`config.mk`:
```
export PLATFORM = sky130hd
export DESIGN_NAME = ram_arbiter_flat
export DESIGN_NICKNAME = d
export VERILOG_FILES = /design/src/rtl/cpu_types_pkg.sv /design/src/rtl/ram_arbiter_if.sv /design/src/rtl/ram_arbiter_rr_select.sv /design/src/rtl/ram_arbiter.sv /design/src/flat_wrapper.sv
export SDC_FILE = /design/constraint.sdc
export NUM_CORES = 1
export LEC_CHECK = 0
export CAP_MARGIN = 0
export CELL_PAD_IN_SITES_DETAIL_PLACEMENT = 0
export CELL_PAD_IN_SITES_GLOBAL_PLACEMENT = 1
export CORE_AREA = 2 2 159 161
export DETAILED_ROUTE_END_ITERATION = 6
export DIE_AREA = 0 0 161 163
export PLACE_DENSITY = 0.62
export SETUP_SLACK_MARGIN = 0.3
export SLEW_MARGIN = 20
export SYNTH_ARGS = -nofsm -noshare
export SYNTH_HDL_FRONTEND = slang
export SYNTH_SLANG_ARGS = --single-unit
```
`constraint.sdc`:
```
create_clock -name CLK -period 2.9 [get_ports CLK]
set_clock_uncertainty 0.15 [all_clocks]
set_input_delay 0.29 -clock CLK [delete_from_list [all_inputs] [get_ports CLK]]
set_output_delay 0.29 -clock CLK [all_outputs]
set_load 0.005 [all_outputs]
```
`src/rtl/cpu_types_pkg.sv`:
```
// Shared types for the RAM arbiter: data word, RAM handshake state and arbiter FSM state.
package cpu_types_pkg;

    typedef logic [31:0] word_t;

    typedef enum logic [1:0] {
        FREE   = 2'd0,
        BUSY   = 2'd1,
        ACCESS = 2'd2,
        ERROR  = 2'd3
    } ramstate_t;

    typedef enum logic {
        IDLE  = 1'b0,
        GRANT = 1'b1
    } arb_state_t;

    // Index width that stays legal for a single requester.
    function automatic int idx_w(input int n);
        return (n > 1) ? $clog2(n) : 1;
    endfunction

endpackage

```
`src/rtl/ram_arbiter_if.sv`:
```
// Requester-side and RAM-side bus of the arbiter; slave = arbiter, master = environment.
interface ram_arbiter_if
    import cpu_types_pkg::*;
#(
    parameter int NREQ = 4
);
    localparam int IW = idx_w(NREQ);

    logic [NREQ-1:0]        req_ren;
    logic [NREQ-1:0]        req_wen;
    word_t [NREQ-1:0]       req_addr;
    word_t [NREQ-1:0]       req_store;
    logic [NREQ-1:0]        req_wait;
    word_t                  req_load;

    logic                   ramREN;
    logic                   ramWEN;
    word_t                  ramaddr;
    word_t                  ramstore;
    word_t                  ramload;
    ramstate_t              ramstate;

    logic [IW-1:0]          owner;
    logic                   busy;
    logic                   err;

    modport slave (
        input  req_ren, req_wen, req_addr, req_store, ramload, ramstate,
        output req_wait, req_load, ramREN, ramWEN, ramaddr, ramstore, owner, busy, err
    );

    modport master (
        output req_ren, req_wen, req_addr, req_store, ramload, ramstate,
        input  req_wait, req_load, ramREN, ramWEN, ramaddr, ramstore, owner, busy, err
    );

endinterface

```
`src/rtl/ram_arbiter_rr_select.sv`:
```
// Combinational round-robin pick: first requester at or after ptr, wrapping modulo N.
module rr_select #(
    parameter int N  = 4,
    parameter int IW = 2
) (
    input  logic [N-1:0]  req,
    input  logic [IW-1:0] ptr,
    output logic          vld,
    output logic [IW-1:0] idx
);
    int j;

    // Scan from the far end so the candidate nearest ptr is the last one written.
    always_comb begin
        vld = 1'b0;
        idx = '0;
        j   = 0;
        for (int k = N - 1; k >= 0; k--) begin
            j = int'(ptr) + k;
            if (j >= N) j = j - N;
            if (req[j[IW-1:0]]) begin
                vld = 1'b1;
                idx = IW'(j);
            end
        end
    end

endmodule

```
`src/rtl/ram_arbiter.sv`:
```
// Round-robin arbiter sharing one RAM port among NREQ cache requesters.
// Define RAM_ARB_TIMEOUT_EN to abort a grant stalled for TIMEOUT cycles; err is registered (pulses the cycle after the abort).
module ram_arbiter
    import cpu_types_pkg::*;
#(
    parameter int NREQ    = 4,
    parameter int TIMEOUT = 64
) (
    input  logic                CLK,
    input  logic                RST,
    ram_arbiter_if.slave        bus
);
    localparam int IW = idx_w(NREQ);

    if (TIMEOUT < 2) begin : g_timeout_chk
        $error("ram_arbiter: TIMEOUT must be at least 2");
    end

    arb_state_t        state;
    logic [IW-1:0]     owner_q;
    logic [IW-1:0]     rr_ptr;
    logic [IW-1:0]     next_ptr;
    logic [IW-1:0]     sel_idx;
    logic              sel_vld;
    logic              busy_q;
    logic              err_q;
    logic [NREQ-1:0]   any_req;
    logic              own_ren, own_wen, own_req;
    logic              done, abort, leave, tmo;
    logic              ram_ren, ram_wen;
    logic [NREQ-1:0]   wait_v;

    assign any_req = bus.req_ren | bus.req_wen;

    rr_select #(.N(NREQ), .IW(IW)) u_sel (
        .req (any_req),
        .ptr (rr_ptr),
        .vld (sel_vld),
        .idx (sel_idx)
    );

    assign own_ren  = bus.req_ren[owner_q];
    assign own_wen  = bus.req_wen[owner_q];
    assign own_req  = own_ren | own_wen;
    assign done     = own_req && (bus.ramstate == ACCESS);
    assign abort    = own_req && !done && ((bus.ramstate == ERROR) || tmo);
    assign leave    = !own_req || done || abort;
    assign next_ptr = (owner_q == IW'(NREQ - 1)) ? '0 : owner_q + 1'b1;

`ifdef RAM_ARB_TIMEOUT_EN
    localparam int TW = idx_w(TIMEOUT);
    logic [TW-1:0] tcnt;
    assign tmo = (tcnt == TW'(TIMEOUT - 1));
`else
    assign tmo = 1'b0;
`endif

    always_ff @(posedge CLK) begin
        if (RST) begin
            state   <= IDLE;
            owner_q <= '0;
            rr_ptr  <= '0;
            busy_q  <= 1'b0;
            err_q   <= 1'b0;
`ifdef RAM_ARB_TIMEOUT_EN
            tcnt    <= '0;
`endif
        end else begin
            err_q <= 1'b0;
            case (state)
                IDLE: begin
                    if (sel_vld) begin
                        owner_q <= sel_idx;
                        state   <= GRANT;
                        busy_q  <= 1'b1;
`ifdef RAM_ARB_TIMEOUT_EN
                        tcnt    <= '0;
`endif
                    end
                end
                GRANT: begin
                    if (leave) begin
                        state  <= IDLE;
                        busy_q <= 1'b0;
                        rr_ptr <= next_ptr;
                        err_q  <= abort;
                    end
`ifdef RAM_ARB_TIMEOUT_EN
                    else begin
                        tcnt <= tcnt + 1'b1;
                    end
`endif
                end
                default: state <= IDLE;
            endcase
        end
    end

    // Enables and the completion strobe follow the owner's live request and RAM state.
    always_comb begin
        ram_ren = 1'b0;
        ram_wen = 1'b0;
        wait_v  = '1;
        if (state == GRANT && own_req) begin
            ram_wen = own_wen;
            ram_ren = own_ren & ~own_wen;
            if (done) wait_v[owner_q] = 1'b0;
        end
    end

    assign bus.ramREN   = ram_ren;
    assign bus.ramWEN   = ram_wen;
    assign bus.ramaddr  = bus.req_addr[owner_q];
    assign bus.ramstore = bus.req_store[owner_q];
    assign bus.req_wait = wait_v;
    assign bus.req_load = bus.ramload;
    assign bus.owner    = owner_q;
    assign bus.busy     = busy_q;
    assign bus.err      = err_q;

endmodule

```
`src/flat_wrapper.sv`:
```
// flat-port wrapper written by rule: the top's interface ports become plain ports
module ram_arbiter_flat import cpu_types_pkg::*;
#(
    parameter int NREQ    = 4,
    parameter int TIMEOUT = 64
)
  (CLK, RST, bus_req_ren, bus_req_wen, bus_req_addr, bus_req_store, bus_ramload, bus_ramstate, bus_req_wait, bus_req_load, bus_ramREN, bus_ramWEN, bus_ramaddr, bus_ramstore, bus_owner, bus_busy, bus_err);
  ram_arbiter_if #(.NREQ(NREQ)) bus_i ();
  input  logic CLK;
  input  logic RST;
  input wire logic [$bits(bus_i.req_ren)-1:0] bus_req_ren;
  input wire logic [$bits(bus_i.req_wen)-1:0] bus_req_wen;
  input wire logic [$bits(bus_i.req_addr)-1:0] bus_req_addr;
  input wire logic [$bits(bus_i.req_store)-1:0] bus_req_store;
  input wire logic [$bits(bus_i.ramload)-1:0] bus_ramload;
  input wire logic [$bits(bus_i.ramstate)-1:0] bus_ramstate;
  output wire logic [$bits(bus_i.req_wait)-1:0] bus_req_wait;
  output wire logic [$bits(bus_i.req_load)-1:0] bus_req_load;
  output wire logic [$bits(bus_i.ramREN)-1:0] bus_ramREN;
  output wire logic [$bits(bus_i.ramWEN)-1:0] bus_ramWEN;
  output wire logic [$bits(bus_i.ramaddr)-1:0] bus_ramaddr;
  output wire logic [$bits(bus_i.ramstore)-1:0] bus_ramstore;
  output wire logic [$bits(bus_i.owner)-1:0] bus_owner;
  output wire logic [$bits(bus_i.busy)-1:0] bus_busy;
  output wire logic [$bits(bus_i.err)-1:0] bus_err;
  assign bus_i.req_ren = bus_req_ren;
  assign bus_i.req_wen = bus_req_wen;
  assign bus_i.req_addr = bus_req_addr;
  assign bus_i.req_store = bus_req_store;
  assign bus_i.ramload = bus_ramload;
  assign bus_i.ramstate = bus_ramstate;
  assign bus_req_wait = bus_i.req_wait;
  assign bus_req_load = bus_i.req_load;
  assign bus_ramREN = bus_i.ramREN;
  assign bus_ramWEN = bus_i.ramWEN;
  assign bus_ramaddr = bus_i.ramaddr;
  assign bus_ramstore = bus_i.ramstore;
  assign bus_owner = bus_i.owner;
  assign bus_busy = bus_i.busy;
  assign bus_err = bus_i.err;
  ram_arbiter #(.NREQ(NREQ), .TIMEOUT(TIMEOUT)) u_core (.CLK(CLK), .RST(RST), .bus(bus_i));
endmodule
```
Yosys cells after proc, flatten, opt, wreduce, memory -nomap -nowiden
Index checks and enable logic that the tools add are counted.
{ "op_classes": {"n_addsub": 8, "n_eq_ne": 5, "mux": 41, "bitwise_logic": 7, "order_cmp": 10, "n_reduce_logical": 13} }
{ "ops": {"columns": ["op", "n"], "rows": [
  ["binary-select mux 32 bit (select 2 bit)", 2],
  ["two-way mux 32 bit", 2],
  ["two-way mux 2 bit", 9],
  ["two-way mux 1 bit", 17],
  ["< comparator 2 x 3 -> 1 bit (second input constant)", 5],
  ["binary-select mux 1 bit (select 2 bit)", 6],
  ["greater-or-equal comparator 3 bit (second input constant)", 3],
  ["two-way mux 4 bit", 2],
  ["subtractor 2 x 1 -> 2 bit (second input constant)", 4],
  ["adder 2 x 2 -> 3 bit (second input constant)", 2],
  ["equality test 2 bit (second input constant)", 3],
  ["AND reduction 2 bit", 3],
  ["logical AND 1 bit", 5],
  ["NOT 4 bit", 1],
  ["bitwise OR 4 bit", 1],
  ["one-hot mux 1 bit (2 select lines)", 2],
  ["adder 2 x 1 -> 3 bit (second input constant)", 1],
  ["greater-or-equal comparator 2 x 3 -> 1 bit (second input constant)", 1],
  ["NOT 1 bit", 3],
  ["OR reduction 3 bit", 1],
  ["adder 2 x 1 -> 2 bit (second input constant)", 1],
  ["demux 1 bit (select 2 bit)", 1],
  ["greater-or-equal comparator 2 x 1 -> 1 bit (second input constant)", 1],
  ["zero test 1 bit", 2],
  ["other kinds (5)", 6]
]} }
{ "totals": {"wordCells": 89, "regBits": 7, "output_inout_bits": 106, "inputBits": 300} }

Depth between registers and ports, before layout
Gate-level depths: netlist of the first run.
{ "logic_depth": {"ltp_word": 11, "depth_mapped": 7, "mapped_depth_nobuf": 4} }

Hierarchy
Synthesis of the first run repeated with hierarchy kept, for this count alone.
{ "unflattened": {"hier_cells": 177, "hier_area_um2": 2318.5} }
{ "by_module_without_submodules": {"columns": ["mod", "seq_area_each_um2", "area_each_um2", "cells_each", "instances"], "rows": [
  ["ram_arbiter", 140.1, 2240.9, 164, 1],
  ["rr_select", 0.0, 77.6, 13, 1]
]} }

Worst setup path after synthesis of the first run
OpenSTA, ideal clock, no wires.
{ "synth_timing": {"path_kind": "register to output", "startpoint": "register u_core.owner_q[0] (netlist: u_core.bus.owner[0])", "endpoint": "output port bus_ramaddr[13]", "path_slack_ns": 0.843, "arrival_ns": 1.617, "stages_incl_launch_ff": 4, "cell_sequence": "dfxtp_1 -> buf_6 -> clkbuf_1 -> mux4_2"} }
{ "synth_between": {"elab_chain_len": 2} }
{ "synth_rtl": {"columns": ["item", "line_no", "text"], "rows": [
  ["from (decl)", "ram_arbiter.sv:20", "logic [IW-1:0] owner_q;"],
  ["from (signal assigned)", "ram_arbiter.sv:73", "owner_q <= sel_idx;"],
  ["binary-select mux 32 bit (select 2 bit)", "ram_arbiter.sv:113", "assign bus.ramaddr = bus.req_addr[owner_q];"],
  ["two-way mux 32 bit (implied by the code)", "ram_arbiter.sv:113", null],
  ["to (decl)", "flat_wrapper.sv:21", "output wire logic [$bits(bus_i.ramaddr)-1:0] bus_ramaddr;"]
]} }
Every way passes these cells. The select of a mux whose other input is x is not followed.

Worst setup path after layout of the first run
{ "layout_timing": {"startpoint": "register u_core.owner_q[0] (netlist: u_core.bus.owner[0])", "endpoint": "output port bus_req_wait[2]"} }
{ "layout_between": {"elab_chain_len": 7} }
{ "layout_rtl": {"columns": ["item", "line_no", "text"], "rows": [
  ["< comparator 2 x 3 -> 1 bit (implied by the code) / greater-or-equal comparator 2 x 1 -> 1 bit (equally long branches)", "ram_arbiter.sv:107", "if (done) wait_v[owner_q] = 1'b0;"],
  ["logical AND 1 bit (implied by the code)", "ram_arbiter.sv:107", null],
  ["two-way mux 1 bit (implied by the code)", "ram_arbiter.sv:107", null],
  ["demux 1 bit (select 2 bit)", null, null],
  ["NOT 4 bit (no line)", null, null],
  ["two-way mux 4 bit", "ram_arbiter.sv:107", null],
  ["two-way mux 4 bit *", "ram_arbiter.sv:104", "if (state == GRANT && own_req) begin"],
  ["to (decl)", "flat_wrapper.sv:17", "output wire logic [$bits(bus_i.req_wait)-1:0] bus_req_wait;"]
]} }
Every way passes the cells marked *; elsewhere a longest branch is shown, timed or not. The select of a mux whose other input is x is not followed.

==> metrics.yaml, run 1 <==
pwr:
  p_per_area_nw_per_um2: 211
  p_seq_share_pct: 8.9
  combPwrFrac_pct: 71.9
  clkPwrFrac_pct: 19.1
  switching_share_pct: 25.1
  leakage_uw: 0.00198
  vdd_drop_max_v: 0.000390
  internal_power_uw: 940
  power.switching_uw: 316
critical_path:
  worstPathArrival_ps: 2030
  path_max_fanout: 4
  path_class: "reg2out"
  crit_chain: "mux4_2 > nor2_4 > nor3_4 > nand2_1 > clkdlybuf4s50_1"
  cp_slowest_cell: "mux4_2"
  cp_data_required_time_ps: 2460
  cp-start-kind: "flip-flop"
  critical-path-top-delay-family: "multiplexers"
  end_kind: "output pin"
  reg2reg_slack_ps: 790
  max_stage_delay_ps: 570
  cp.buffers_inverters: 1
placement:
  gp_congestion: 0.860
  dp_hpwl_um: 14300
  port-buffer-count: 341
  dp_slack_ps: -30.2
drt:
  antenna_left: 0
  via_count: 2981
  drt_iter0_drc: 133
  vias_per_cell: 3.71
  routed_wl_um: 16000
  avgRoutedWirePerCell_um: 19.9
  first_pass_iters: 4
  drc: 0
cts:
  cts_made_buffers: 3
  cts_num_sinks: 7
  clkTransAtPathRegs_ps: 40
  cts_tree: "done"
  postCtsHoldBufs: 0
  clkLatencyLatePin_ps: 240
  cts-htree-levels: 1
  clock_path_buffers: 2
  root_buffer: "clkbuf_16"
floorplanning:
  core_um2: 24700
  ios: 406
  fp-row-count: 58
  die_x_um: 161
  start_util_pct: 9.12
  dieArea_um2: 26200
  fp.dieH_um: 163
final_layout:
  fill_cells: 2614
  seqCellArea_um2: 148
  syn_to_final_growth_pct: 165
  drive_gt1_share_pct: 16.9
  nNetsFinal: 778
  multi_input_area_um2: 1800
logic_synthesis:
  synth_largest_area_cell: "mux4_2"
  syn-num-nets: 476
  synth_ff_type: "dfxtp_1"
  synthCells: 172
  ys_async_sr_fraction_pct: 0
  netlist.area_leader.share_pct: 66.0
  ys_ff_latch: 7
  synth_edf_count: 0
  synth.avg_cell_area_um2: 13.1
  seq_area_frac_synth_pct: 6.23
  syn_area_um2: 2250
  ys_warn_count: 0
  synth_cell_type_count: 31
  yosys-top-cells-area: "mux4_2 66%, buf_4 11%, dfxtp_1 6.2%"
global_route:
  grt_max_degree: 69
  grt_pass1_wl_um: 22000
  grt_overflow: 0
  grt_pass1_vias: 3374
  grt_usage_pct: 11.1
  antenna_found_initial: 2
sta:
  finalMaxSlewViolations: 0
  hold_viol: 0
  fin_crit_ps: 2470
  min_period_over_period_pct: 85.3
  max_freq_mhz: 404
  grt_setup_unrepaired: "no"
  hold_slack_ps: 356
  slew_headroom_pct: 62.8
  worst-slew-pin-transition_ps: 553
  worst_slack_ps: 427
  setup_viol_count_final: 0
outcome:
  status: "finished, final reports clean"
worst_hold_path:
  hp-class: "reg2reg"
job:
  drv_cap: 0
[placed cells by master, fill, tap and decap left out, drive strengths merged, types with 4 or more instances in the layout]
cell type,Yosys,routed
dfxtp,7,7
buf,41,4
clkdlybuf4s50,0,333
mux4,66,66
nor2,11,11
ha,4,4
inv,4,4
nand2,6,6
dlymetal6s2s,0,8
[worst min-delay path, delay by kind of cell (launching register included)]
kind / cells / cell delay [ps]
DFF: 1 / 310
and+or+nand+nor: 2 / 150
[per-stage QoR]
stage	utilization, %	instances	total power (uW)	cell area [um2]	setup TNS [ps]
after floorplan	-	172	416	2250	0
after global placement	23.6	798	1010	5830	0
after detailed placement	23.6	798	1020	5830	-43.9
after CTS	24.0	802	1270	5930	0
after global routing	24.1	804	1320	5960	0
final	24.1	804	1260	5960	0
[layer usage]
metal | part of all wire [%] | global-route usage (%)
met5 | 0.075 | 0
met4 | 2.2 | 3.08
met3 | 8.1 | 2.98
met2 | 52 | 20.3
met1 | 38 | 12.8
[cell usage after synthesis (2+ instances only)]
cell type / number
o21ai_0: 2
ha_1: 4
a21oi_1: 3
nor3_1: 3
inv_1: 4
nand2_1: 6
mux4_2: 66
dfxtp_1: 7
buf_1: 2
nor2_1: 11
buf_2: 6
o311ai_0: 2
clkbuf_1: 7
buf_4: 32
[cell type report]
cell class                 instances  share of cell area, %
clock inverter                     1                 0.0840
clock buffer                       3                   1.26
inverter                           4                  0.252
sequential                         7                   2.48
multi-input combinational        113                   30.2
antenna                            1                 0.0420
tap                              330                   6.93
timing repair buffer             345                   58.8
[what timing repair did]
action / in CTS / in global routing
gates resized for setup: 4 / 8
pin swaps: 0 / 1
setup endpoints to repair: 4 / 4
setup buffers: 0 / 1
[sequential cells by signal, summed over array words and instances (netlist names)]
| register | cells |
|---|---|
| u_core.bus.busy | 1 |
| u_core.bus.err | 1 |
| u_core.bus.owner | 2 |
| u_core.rr_ptr | 2 |
| u_core.state | 1 |
[logic make-up (layout without fill, tap and decap cells)]
group	after synthesis	in the layout	share of synthesized area, %
compound gates	15	15	4.84
buf+inv	52	353	14.7
flops	7	7	6.23
fa+ha+maj	4	4	2.22
other cells	0	1	0
simple gates	28	28	6.00
mux	66	66	66.0
[power by group through the flow]
stage | combinational, uW | clock [uW] | sequential (uW)
floorplan | 305 | 0 | 111
global placement | 899 | 0 | 113
detailed placement | 903 | 0 | 114
CTS | 913 | 242 | 112
global route | 952 | 253 | 113
finish | 903 | 240 | 112
[path summary, 6_finish.rpt]
path / start / to / cells past startpoint
worst min register to register: u_core.bus.busy / u_core.bus.busy / 2
worst max-delay path: u_core.bus.owner[0] / bus_req_wait[2] / 5
worst max register to register: u_core.bus.owner[0] / u_core.rr_ptr[0] / 5
worst min-delay path: u_core.bus.busy / u_core.bus.busy / 2
(Power assumes the default switching activity.)
==> inputs of run 2 (changes only) <==
--- a/config.mk
+++ b/config.mk
@@ -9,6 +9,7 @@
 export CELL_PAD_IN_SITES_DETAIL_PLACEMENT = 0
 export CELL_PAD_IN_SITES_GLOBAL_PLACEMENT = 1
 export CORE_AREA = 2 2 159 161
+export CTS_CLUSTER_DIAMETER = 40
 export DETAILED_ROUTE_END_ITERATION = 6
 export DIE_AREA = 0 0 161 163
 export PLACE_DENSITY = 0.62
==> results of run 2 <==
The final DEF is identical to that of run 1; final timing and power are the same.
